**config.mk**
```make
export PLATFORM = sky130hd
export DESIGN_NAME = dice_scorer
export DESIGN_NICKNAME = d
export VERILOG_FILES = /design/src/rtl/dice_pkg.sv /design/src/rtl/seg7_decoder.sv /design/src/rtl/dice_scorer.sv
export SDC_FILE = /design/constraint.sdc
export NUM_CORES = 1
export LEC_CHECK = 0
export BUFFER_PORTS_ARGS = -buffer_cell sky130_fd_sc_hd__buf_2
export CORE_UTILIZATION = 30
export DETAILED_ROUTE_END_ITERATION = 6
export HOLD_SLACK_MARGIN = 0.12
export SLEW_MARGIN = 20
export SYNTH_ARGS = -nofsm -noshare
export SYNTH_HDL_FRONTEND = slang
export SYNTH_SLANG_ARGS = --single-unit
```
**constraint.sdc**
```tcl
create_clock -name clk -period 2.4 [get_ports clk]
set_clock_uncertainty 0.2 [all_clocks]
set_input_delay 0.48 -clock clk [delete_from_list [all_inputs] [get_ports clk]]
set_output_delay 0.48 -clock clk [all_outputs]
set_load 0.1 [all_outputs]
```
**src/rtl/dice_pkg.sv**
```systemverilog
// Shared types and constants for the dice scorer: FSM state encoding
// and active-low seven-segment glyphs ({g,f,e,d,c,b,a}, 0 = lit).
package dice_pkg;

    typedef enum logic [1:0] {
        ST_IDLE    = 2'd0,
        ST_PRESSED = 2'd1,
        ST_SETTLE  = 2'd2,
        ST_DONE    = 2'd3
    } state_t;

    localparam logic [6:0] SEG_BLANK = 7'h7F;
    localparam logic [6:0] SEG_DASH  = 7'h3F;

    localparam logic [6:0] SEG_1 = 7'h79;
    localparam logic [6:0] SEG_2 = 7'h24;
    localparam logic [6:0] SEG_3 = 7'h30;
    localparam logic [6:0] SEG_4 = 7'h19;
    localparam logic [6:0] SEG_5 = 7'h12;
    localparam logic [6:0] SEG_6 = 7'h02;

endpackage

```
**src/rtl/seg7_decoder.sv**
```systemverilog
// Combinational decode of a 3-bit dice value to an active-low
// seven-segment pattern. Values 0 and 7 show a dash; blank_i wins.
module seg7_decoder
    import dice_pkg::*;
(
    input  logic [2:0] value_i,
    input  logic       blank_i,
    output logic [6:0] seg_o
);

    // Glyph lookup, blank overrides the value
    always_comb begin
        seg_o = SEG_DASH;
        if (blank_i) begin
            seg_o = SEG_BLANK;
        end else begin
            case (value_i)
                3'd1:    seg_o = SEG_1;
                3'd2:    seg_o = SEG_2;
                3'd3:    seg_o = SEG_3;
                3'd4:    seg_o = SEG_4;
                3'd5:    seg_o = SEG_5;
                3'd6:    seg_o = SEG_6;
                default: seg_o = SEG_DASH;
            endcase
        end
    end

endmodule

```
**src/rtl/dice_scorer.sv**
```systemverilog
// Dice scorer: detects a qualified button press/release, captures the
// settled dice throw one cycle after release, and keeps score, throw
// count, double detection and a sticky illegal-throw flag per game.
module dice_scorer
    import dice_pkg::*;
#(
    parameter int MAX_THROWS = 8,
    parameter int MIN_PRESS  = 2,
    parameter int SCORE_W    = 6
) (
    input  logic               clk,
    input  logic               rst,
    input  logic               button,
    input  logic [2:0]         throw,
    input  logic               new_game,
    output logic [2:0]         result,
    output logic               result_valid,
    output logic [SCORE_W-1:0] score,
    output logic [3:0]         throw_count,
    output logic               double_flag,
    output logic               game_over,
    output logic               err,
    output logic [6:0]         seg
);

    localparam int PW = (MIN_PRESS < 2) ? 1 : $clog2(MIN_PRESS + 1);
    localparam logic [PW-1:0] PRESS_SAT = PW'(MIN_PRESS);
    localparam logic [3:0]    MAX_CNT   = 4'(MAX_THROWS);

    state_t             state_q, state_d;
    logic [PW-1:0]      press_cnt_q, press_cnt_d;
    logic [2:0]         result_q, result_d;
    logic               valid_q, valid_d;
    logic [SCORE_W-1:0] score_q, score_d;
    logic [3:0]         count_q, count_d;
    logic               double_q, double_d;
    logic               over_q, over_d;
    logic               err_q, err_d;
    logic [2:0]         prev_q, prev_d;
    // Set on any capture; the display stays blank until the first one.
    logic               captured_q, captured_d;
    logic [6:0]         seg_q, seg_d;
    logic               throw_legal;

    assign throw_legal = (throw != 3'd0) && (throw != 3'd7);

    // Next-state and datapath update; new_game overrides the FSM
    always_comb begin
        state_d     = state_q;
        press_cnt_d = press_cnt_q;
        result_d    = result_q;
        valid_d     = 1'b0;
        score_d     = score_q;
        count_d     = count_q;
        double_d    = double_q;
        err_d       = err_q;
        prev_d      = prev_q;
        captured_d  = captured_q;

        if (new_game) begin
            state_d     = ST_IDLE;
            press_cnt_d = '0;
            result_d    = 3'd0;
            score_d     = '0;
            count_d     = 4'd0;
            double_d    = 1'b0;
            err_d       = 1'b0;
            prev_d      = 3'd0;
            captured_d  = 1'b0;
        end else begin
            case (state_q)
                ST_IDLE: begin
                    if (button) begin
                        state_d     = ST_PRESSED;
                        press_cnt_d = PW'(1);
                    end
                end
                ST_PRESSED: begin
                    if (button) begin
                        if (press_cnt_q < PRESS_SAT) begin
                            press_cnt_d = press_cnt_q + PW'(1);
                        end
                    end else if (press_cnt_q >= PRESS_SAT) begin
                        state_d = ST_SETTLE;
                    end else begin
                        state_d = ST_IDLE;
                    end
                end
                ST_SETTLE: begin
                    result_d   = throw;
                    valid_d    = 1'b1;
                    captured_d = 1'b1;
                    if (throw_legal) begin
                        score_d  = score_q + SCORE_W'(throw);
                        count_d  = count_q + 4'd1;
                        double_d = (count_q != 4'd0) && (throw == prev_q);
                        prev_d   = throw;
                    end else begin
                        err_d = 1'b1;
                    end
                    state_d = (count_d == MAX_CNT) ? ST_DONE : ST_IDLE;
                end
                default: begin
                    state_d = ST_DONE;
                end
            endcase
        end
    end

    assign over_d = (state_d == ST_DONE);

    // Display is decoded from next-state values so it updates with result
    seg7_decoder u_seg7 (
        .value_i (result_d),
        .blank_i (!captured_d),
        .seg_o   (seg_d)
    );

    // State and output registers with synchronous reset
    always_ff @(posedge clk) begin
        if (rst) begin
            state_q     <= ST_IDLE;
            press_cnt_q <= '0;
            result_q    <= 3'd0;
            valid_q     <= 1'b0;
            score_q     <= '0;
            count_q     <= 4'd0;
            double_q    <= 1'b0;
            over_q      <= 1'b0;
            err_q       <= 1'b0;
            prev_q      <= 3'd0;
            captured_q  <= 1'b0;
            seg_q       <= SEG_BLANK;
        end else begin
            state_q     <= state_d;
            press_cnt_q <= press_cnt_d;
            result_q    <= result_d;
            valid_q     <= valid_d;
            score_q     <= score_d;
            count_q     <= count_d;
            double_q    <= double_d;
            over_q      <= over_d;
            err_q       <= err_d;
            prev_q      <= prev_d;
            captured_q  <= captured_d;
            seg_q       <= seg_d;
        end
    end

    assign result       = result_q;
    assign result_valid = valid_q;
    assign score        = score_q;
    assign throw_count  = count_q;
    assign double_flag  = double_q;
    assign game_over    = over_q;
    assign err          = err_q;
    assign seg          = seg_q;

endmodule

```
==> results.json, run 1 <==
{
  "result_of_the_run": "completed",
  "antenna_violations_before_repair": 0,
  "ios": 31,
  "detailedRoute.firstIterationViolations": 93,
  "synth_fp_nets": 190,
  "number_of_nets_with_antenna_violations_after_routing": 0,
  "required_ns": 2.39,
  "die_x_microns": 73.3,
  "netlist-cell-type-count": 43,
  "globalRouteTotalUtil": 0.139,
  "detailroute.via_count": 1349,
  "period_minus_slack_ns": 2.21,
  "layout.cell_area.non_filler_sq_um": 1860,
  "grt_overflow": 0,
  "cts_buffers": 5,
  "yosys_warnings": 0,
  "die_h_microns": 73.3,
  "timing_max_transition_violations_final": 0,
  "antennaDiodeCount": 0,
  "cpMaxStageDelayCell": "sky130_fd_sc_hd__or4_1",
  "critPathCaptureType": "flip-flop",
  "post-route-period-util": 0.921,
  "cts_tree": "done",
  "power_density_nw_per_um2": 549,
  "drive_gt1_frac": 0.270,
  "setup_slack_ns": 0.189,
  "gpl.final_weighted_congestion": 0.769,
  "critical_path_class": "flip-flop to flip-flop",
  "peakVddDrop_v": 0.000222,
  "initial_utilization": 0.317,
  "grt_pass1_vias": 1228,
  "cts.clk_slew.worst_paths_ns": 0.07,
  "placedInstanceArea_sq_um": 1760,
  "setup_viol_count_final": 0,
  "final-hold-violation-count": 0,
  "final_net_count": 224,
  "placement_rows": 25,
  "sequential_cell_area_sq_um": 631,
  "detailedRoute.firstPassIterationCount": 4,
  "layout.cells.most_common_list": "30 x sky130_fd_sc_hd__buf_2, 27 x sky130_fd_sc_hd__dfxtp_1, 21 x sky130_fd_sc_hd__nor2_1",
  "clk_latency_ns": 0.28,
  "h_tree_levels": 2,
  "clock_tree.buffer_depth": 2,
  "io_buffer_count": 30,
  "clk_sink_count": 31,
  "crit_path_max_fanout": 7,
  "holdCritPathClass": "input port to flip-flop",
  "clk_root_buffer_cell": "sky130_fd_sc_hd__clkbuf_8",
  "postCtsSetupRepairBufs": 0,
  "cap_viol_max_count": 0,
  "mostFrequentLayoutCell": "sky130_fd_sc_hd__buf_2",
  "synth-seq-cells": 31,
  "die-area_sq_um": 5380,
  "worst_ep_arrival_ns": 2.20,
  "rsz_0062_raised_after_global_routing": "false",
  "place.detailed.hpwl_microns": 2380,
  "worst_slew_margin_relative_to_its_limit": 0.648,
  "grt_max_degree": 19,
  "total_leakage_power_uw": 0.000731,
  "max_clock_freq_mhz": 452,
  "highest_cell_delay_on_the_worst_timing_path_ns": 0.50,
  "multi_input_area_sq_um": 821,
  "global_route_wire_length_before_repair_microns": 5620,
  "core-area_sq_um": 4820,
  "cts.repair.resized": 0,
  "finalSetupTns_ns": 0,
  "routed_wl_microns": 3290,
  "number_of_buffers_inserted_by_hold_repair_at_cts": 0,
  "wl_per_cell_microns": 11.8,
  "post_synth_inst_count": 176,
  "critPathLaunchType": "flip-flop",
  "r2r_slack_ns": 0.19,
  "place_ws_ns": 0.111,
  "mappedNetlistArea_sq_um": 1530,
  "timing_worst_slew_pin_value_ns": 0.514,
  "nFillCells": 526,
  "remaining_drc_errors": 0,
  "crit_path_cell_trace": "inv_1 > ha_1 > or4_1 > a311o_1 > o31ai_1",
  "average_cell_area_after_synthesis_sq_um": 8.67,
  "sequential_cell_area_fraction_in_the_yosys_report": 0.407,
  "areaGrowthSynthToFinish_pct": 22.0,
  "via_per_inst": 4.85
}
metrics by stage:
step / hold slack, ns / total power [uW] / utilization / std cells
floorplan: 0.248 / 564 / - / 176
global placement: 0.245 / 575 / 0.365 / 270
CTS: 0.203 / 1040 / 0.387 / 278
global route: 0.229 / 1060 / 0.387 / 278
finish: 0.217 / 1020 / 0.387 / 278
detailed placement: 0.248 / 576 / 0.365 / 270
final timing paths:
| path | from | to | depth (start not counted) |
|---|---|---|---|
| max | throw_count[0] | game_over | 5 |
| min | rst | result[0] | 2 |
| max reg2reg | throw_count[0] | game_over | 5 |
| min reg2reg | double_flag | double_flag | 2 |
synth_stat cells:
cell type / n / area [sq um]
sky130_fd_sc_hd__o21ai_0: 6 / 30.0
sky130_fd_sc_hd__and3_4: 1 / 11.3
sky130_fd_sc_hd__buf_6: 2 / 22.5
sky130_fd_sc_hd__or4_1: 2 / 15.0
sky130_fd_sc_hd__or2_2: 2 / 12.5
sky130_fd_sc_hd__o31ai_1: 4 / 30.0
sky130_fd_sc_hd__and4_4: 1 / 11.3
sky130_fd_sc_hd__a21o_1: 1 / 7.51
sky130_fd_sc_hd__nor3_2: 1 / 10.0
sky130_fd_sc_hd__a211o_1: 1 / 8.76
sky130_fd_sc_hd__fa_1: 1 / 20.0
sky130_fd_sc_hd__o211ai_1: 3 / 22.5
sky130_fd_sc_hd__a31oi_1: 2 / 12.5
sky130_fd_sc_hd__a311o_1: 1 / 10.0
sky130_fd_sc_hd__buf_2: 2 / 10.0
sky130_fd_sc_hd__buf_4: 1 / 7.51
sky130_fd_sc_hd__o211a_1: 1 / 10.0
sky130_fd_sc_hd__ha_1: 6 / 75.1
sky130_fd_sc_hd__buf_1: 1 / 3.75
sky130_fd_sc_hd__nor2b_1: 2 / 12.5
sky130_fd_sc_hd__a21boi_0: 1 / 7.51
sky130_fd_sc_hd__clkbuf_1: 3 / 11.3
sky130_fd_sc_hd__nand4_1: 2 / 12.5
sky130_fd_sc_hd__nor4bb_1: 1 / 10.0
sky130_fd_sc_hd__a211oi_1: 1 / 7.51
sky130_fd_sc_hd__nand3_1: 7 / 35.0
sky130_fd_sc_hd__nor3b_1: 1 / 7.51
sky130_fd_sc_hd__nand2_1: 16 / 60.1
sky130_fd_sc_hd__nor2_1: 21 / 78.8
sky130_fd_sc_hd__nor3_1: 5 / 25.0
sky130_fd_sc_hd__a21oi_1: 14 / 70.1
sky130_fd_sc_hd__o221a_2: 2 / 22.5
sky130_fd_sc_hd__xor2_1: 1 / 8.76
sky130_fd_sc_hd__or3_1: 4 / 25.0
sky130_fd_sc_hd__mux2_2: 1 / 11.3
sky130_fd_sc_hd__nor4_1: 2 / 12.5
sky130_fd_sc_hd__xnor2_1: 7 / 61.3
sky130_fd_sc_hd__inv_1: 8 / 30.0
sky130_fd_sc_hd__o32ai_2: 1 / 16.3
sky130_fd_sc_hd__nand2b_1: 2 / 12.5
sky130_fd_sc_hd__dfxtp_1: 31 / 621
sky130_fd_sc_hd__mux2i_1: 3 / 30.0
sky130_fd_sc_hd__a22oi_1: 1 / 7.51
critical path: cells and delay by family, from the launching register on:
kind            cells  cell delay (ns)
fa+ha+maj           1             0.32
compound gates      2             0.64
flops               1             0.38
buf+inv             1             0.07
simple gates        1             0.50
kinds of logic after synthesis:
group                      Yosys count  share of synthesized area
adders and majority gates            7                     0.0623
AOI/OAI and AO/OA                   39                      0.172
buffers and inverters               17                     0.0557
and+or+nand+nor                     70                      0.230
muxes                                4                     0.0270
DFF                                 31                      0.407
xor gates and xnor gates             8                     0.0459
area by class of cell:
type                       count  share of cell area
sequential                    31               0.338
clock inverter                 1             0.00336
clock buffer                   7              0.0517
multi-input combinational    128               0.441
tap                           67              0.0450
inverter                       8              0.0161
timing repair buffer          36               0.105
power breakdown:
group	total, uW	switching [uW]	internal, uW
logic	47.7	31.0	16.7
registers	516	2.08	514
clock network	459	198	261
flip-flops by register name, indices dropped and copies added, names as in the netlist:
register / flops
result_valid: 1
state_q: 2
game_over: 1
captured_q: 1
double_flag: 1
press_cnt_q: 2
throw_count: 4
seg: 6
score: 6
err: 1
prev_q: 3
result: 3
metal layers:
metal / vias up / GRT usage / share of wire
met2: 33 / 0.212 / 0.45
met1: 620 / 0.181 / 0.49
met5: - / 0 / 0
met3: 8 / 0.0384 / 0.044
li1: 688 / - / -
met4: 0 / 0.0705 / 0.023
Note: power is estimated with default switching activity, not from simulation.
==> run 2: changes to the inputs <==
- MAX_ROUTING_LAYER: not set -> met4
==> results.json, run 2 (synthesis results as in run 1) <==
{
  "r2r_slack_ns": 0.19,
  "setup_viol_count_final": 0,
  "placed_cells_incl_taps": 270,
  "required_ns": 2.39,
  "cts_tree": "done",
  "cts_buffers": 5,
  "wl_per_cell_microns": 11.8,
  "number_of_nets_with_antenna_violations_after_routing": 0,
  "timing_max_transition_violations_final": 0,
  "timing.hold.ws_ns": 0.220,
  "core-area_sq_um": 4820,
  "worst_ep_arrival_ns": 2.20,
  "via_per_inst": 4.85,
  "source_of_the_worst_register_to_register_timing_path": "throw_count[0]",
  "detailroute.via_count": 1348,
  "power_density_nw_per_um2": 547,
  "grt_overflow": 0,
  "period_minus_slack_ns": 2.21,
  "antennaDiodeCount": 0,
  "globalRouteTotalUtil": 0.143,
  "h_tree_levels": 2,
  "clk_sink_count": 31,
  "remaining_drc_errors": 0,
  "place.detailed.hpwl_microns": 2380,
  "die-area_sq_um": 5380,
  "antenna_violations_before_repair": 0,
  "hold-path-endpoint": "result[0]",
  "areaGrowthSynthToFinish_pct": 22.0,
  "mostFrequentLayoutCell": "sky130_fd_sc_hd__buf_2",
  "holdCritPathClass": "input port to flip-flop",
  "ios": 31,
  "postCtsSetupRepairBufs": 0,
  "routed_wl_microns": 3280,
  "post-route-period-util": 0.921,
  "final_net_count": 224,
  "critPathLaunchType": "flip-flop",
  "layout.cell_area.non_filler_sq_um": 1860,
  "placement_rows": 25,
  "drive_gt1_frac": 0.270,
  "gpl.final_weighted_congestion": 0.780,
  "clk_latency_ns": 0.28,
  "min_from": "rst",
  "worst_slew_margin_relative_to_its_limit": 0.648,
  "cap_viol_max_count": 0,
  "detailedRoute.firstPassIterationCount": 4,
  "io_buffer_count": 30,
  "finalSetupTns_ns": 0,
  "critPathCaptureType": "flip-flop",
  "grt_pass1_vias": 1230,
  "crit_path_max_fanout": 7,
  "detailedRoute.firstIterationViolations": 91,
  "peakVddDrop_v": 0.000222,
  "grt_max_degree": 19,
  "min_delay_path_depth": 2,
  "timing_worst_slew_pin_value_ns": 0.514,
  "cts.repair.resized": 0,
  "rsz_0062_raised_after_global_routing": "false",
  "worstReg2RegEnd": "game_over",
  "critical_path_class": "flip-flop to flip-flop",
  "clk_root_buffer_cell": "sky130_fd_sc_hd__clkbuf_8",
  "finalNonFillerCells": 278,
  "die_h_microns": 73.3,
  "worst-r2r-cell-count": 5,
  "clock_tree.buffer_depth": 2,
  "max_clock_freq_mhz": 452,
  "initial_utilization": 0.317,
  "die_x_microns": 73.3,
  "cts.clk_slew.worst_paths_ns": 0.07,
  "final-hold-violation-count": 0,
  "result_of_the_run": "completed",
  "placedInstanceArea_sq_um": 1760,
  "total_leakage_power_uw": 0.000731,
  "number_of_buffers_inserted_by_hold_repair_at_cts": 0,
  "layout.cells.most_common_list": "30 x sky130_fd_sc_hd__buf_2, 27 x sky130_fd_sc_hd__dfxtp_1, 21 x sky130_fd_sc_hd__nor2_1",
  "global_route_wire_length_before_repair_microns": 5610
}
## run 2: how the worst max path moves through the flow
stage	slack [ns]	start	to	cells past startpoint
2_1_floorplan	0.05	throw_count[0]	state_q[0]	5
3_3_place_gp	0.17	throw[1]	state_q[0]	5
3_5_place_dp	0.11	throw[0]	score[4]	8
4_1_cts	0.19	throw_count[0]	game_over	5
5_1_grt	0.07	throw_count[0]	game_over	5
6_report	0.19	throw_count[0]	game_over	5
## run 2: layer usage
| layer | part of all wire | GRT usage | vias up |
|---|---|---|---|
| met5 | 0 | - | - |
| li1 | - | - | 688 |
| met4 | 0.020 | 0.0641 | 0 |
| met2 | 0.45 | 0.212 | 33 |
| met1 | 0.49 | 0.181 | 620 |
| met3 | 0.044 | 0.0384 | 7 |
## run 2: power breakdown
part	internal (uW)	switching, uW
sequential	514	2.08
clock	261	195
combinational	16.7	31.0
## run 2: critical path: stages (launching register included)
cell and delay [ns]:
sky130_fd_sc_hd__dfxtp_4 0.38, sky130_fd_sc_hd__inv_1 0.07, sky130_fd_sc_hd__ha_1 0.32, sky130_fd_sc_hd__or4_1 0.50, sky130_fd_sc_hd__a311o_1 0.36, sky130_fd_sc_hd__o31ai_1 0.28
## run 2: final cells by class
cell class | count | area (sq um)
repair buffers | 36 | 195
inverters | 8 | 30.0
well taps | 67 | 83.8
clock buffers | 7 | 96.3
multi-input cells | 128 | 821
clock inverters | 1 | 6.26
fillers | 526 | 2950
flip-flops and latches | 31 | 631
## run 2: through the flow
step / power (uW) / utilization / worst slack, ns
detailed placement: 576 / 0.365 / 0.111
CTS: 1040 / 0.387 / 0.194
global placement: 575 / 0.365 / 0.174
global route: 1060 / 0.387 / 0.0693
finish: 1020 / 0.387 / 0.189
floorplan: 564 / - / 0.0532
==> run 3: changes to the inputs <==
- CORE_UTILIZATION: 30 -> 45
- PLACE_DENSITY: not set -> 0.67
==> results.json, run 3 (synthesis results as in run 1) <==
{
  "result_of_the_run": "completed",
  "grt_max_degree": 19,
  "worst_slew_margin_relative_to_its_limit": 0.606,
  "totalPowerFinal_uw": 957,
  "h_tree_levels": 2,
  "cts.repair.resized": 0,
  "grt_overflow": 0,
  "crit_path_cell_trace": "inv_1 > ha_1 > or4_1 > a311o_1 > o31ai_1",
  "number_of_nets_with_antenna_violations_after_routing": 0,
  "clk_latency_ns": 0.34,
  "routed_wl_microns": 3160,
  "post-route-period-util": 0.934,
  "mostFrequentLayoutCell": "sky130_fd_sc_hd__buf_2",
  "die-area_sq_um": 3630,
  "io_buffer_count": 30,
  "cts_buffers": 5,
  "drive_gt1_frac": 0.267,
  "cts_tree": "done",
  "remaining_drc_errors": 0,
  "initial_utilization": 0.488,
  "min_delay_path_depth": 2,
  "holdCritPathClass": "input port to flip-flop",
  "cap_viol_max_count": 0,
  "global_route_wire_length_before_repair_microns": 5260,
  "timing_worst_slew_pin_value_ns": 0.587,
  "via_per_inst": 5.37,
  "clk_sink_count": 31,
  "antennaDiodeCount": 0,
  "die_x_microns": 60.2,
  "total_leakage_power_uw": 0.000718,
  "core-area_sq_um": 3130,
  "highest_cell_delay_on_the_worst_timing_path_ns": 0.50,
  "rsz_0062_raised_after_global_routing": "false",
  "detailedRoute.firstPassIterationCount": 4,
  "final-hold-violation-count": 0,
  "worst-r2r-cell-count": 5,
  "setup_viol_count_final": 0,
  "final_net_count": 223,
  "min_from": "rst",
  "cpMaxStageDelayCell": "sky130_fd_sc_hd__or4_1",
  "peakVddDrop_v": 0.000410,
  "source_of_the_worst_register_to_register_timing_path": "throw_count[0]",
  "clock_tree.buffer_depth": 2,
  "detailedRoute.firstIterationViolations": 38,
  "cts.clk_slew.worst_paths_ns": 0.10,
  "critical_path_class": "flip-flop to flip-flop",
  "placement_rows": 20,
  "areaGrowthSynthToFinish_pct": 18.3,
  "setup_slack_ns": 0.158,
  "wl_per_cell_microns": 12.4,
  "globalRouteTotalUtil": 0.205,
  "timing_max_transition_violations_final": 0,
  "ios": 31,
  "place.detailed.hpwl_microns": 2300,
  "critPathLaunchType": "flip-flop",
  "layout.cells.most_common_list": "30 x sky130_fd_sc_hd__buf_2, 27 x sky130_fd_sc_hd__dfxtp_1, 21 x sky130_fd_sc_hd__nor2_1",
  "die_h_microns": 60.2,
  "crit_path_max_fanout": 7,
  "gpl.final_weighted_congestion": 0.829,
  "number_of_buffers_inserted_by_hold_repair_at_cts": 0,
  "worst_ep_arrival_ns": 2.29,
  "period_minus_slack_ns": 2.24,
  "detailroute.via_count": 1363,
  "clk_root_buffer_cell": "sky130_fd_sc_hd__clkbuf_4",
  "post-route-util": 0.577,
  "worst_setup_path_startpoint": "throw_count[0]",
  "grt_pass1_vias": 1218,
  "critPathCaptureType": "flip-flop",
  "required_ns": 2.44,
  "power_density_nw_per_um2": 530,
  "postCtsSetupRepairBufs": 0,
  "finalSetupTns_ns": 0,
  "max_clock_freq_mhz": 446,
  "antenna_violations_before_repair": 0,
  "place_ws_ns": 0.0884
}
-- run 3: report_power, final --
part / internal, uW / switching [uW] / total [uW] / leakage [uW]
logic: 17.9 / 31.8 / 49.7 / 0.000419
registers: 513 / 2.10 / 516 / 0.000253
clock network: 204 / 187 / 392 / 0.0000464
total: 736 / 221 / 957 / 0.000718
-- run 3: path summary, 6_finish.rpt --
path / slack, ns / endpoint
setup reg to reg: 0.16 / game_over
hold / removal: 0.15 / result[1]
hold reg to reg: 0.26 / double_flag
setup / recovery: 0.16 / game_over
-- run 3: metrics by stage --
step	cell area [sq um]	hold WS [ns]	cells
2_1_floorplan	1540	0.248	176
3_3_place_gp	1720	0.241	246
3_5_place_dp	1720	0.252	246
4_1_cts	1810	0.136	254
5_1_grt	1810	0.153	254
6_report	1810	0.147	254
-- run 3: cell type report --
cell class,instances,area (sq um)
well taps,44,55.1
repair buffers,35,188
inverters,8,30.0
fillers,286,1320
multi-input cells,128,821
clock inverters,1,5.00
clock buffers,7,76.3
flip-flops and latches,31,631
-- run 3: layer usage --
layer / vias up / part of all wire / global-route usage
li1: 690 / - / -
met1: 639 / 0.47 / 0.245
met2: 29 / 0.47 / 0.314
met3: 5 / 0.039 / 0.0584
met4: 0 / 0.021 / 0.103
met5: - / 0 / -
-- run 3: critical path: cells and delay by family (launching register included) --
family,cells,cell delay (ns)
buffers and inverters,1,0.07
and+or+nand+nor,1,0.50
AOI/OAI and AO/OA,2,0.66
DFF,1,0.39
adders and majority gates,1,0.33
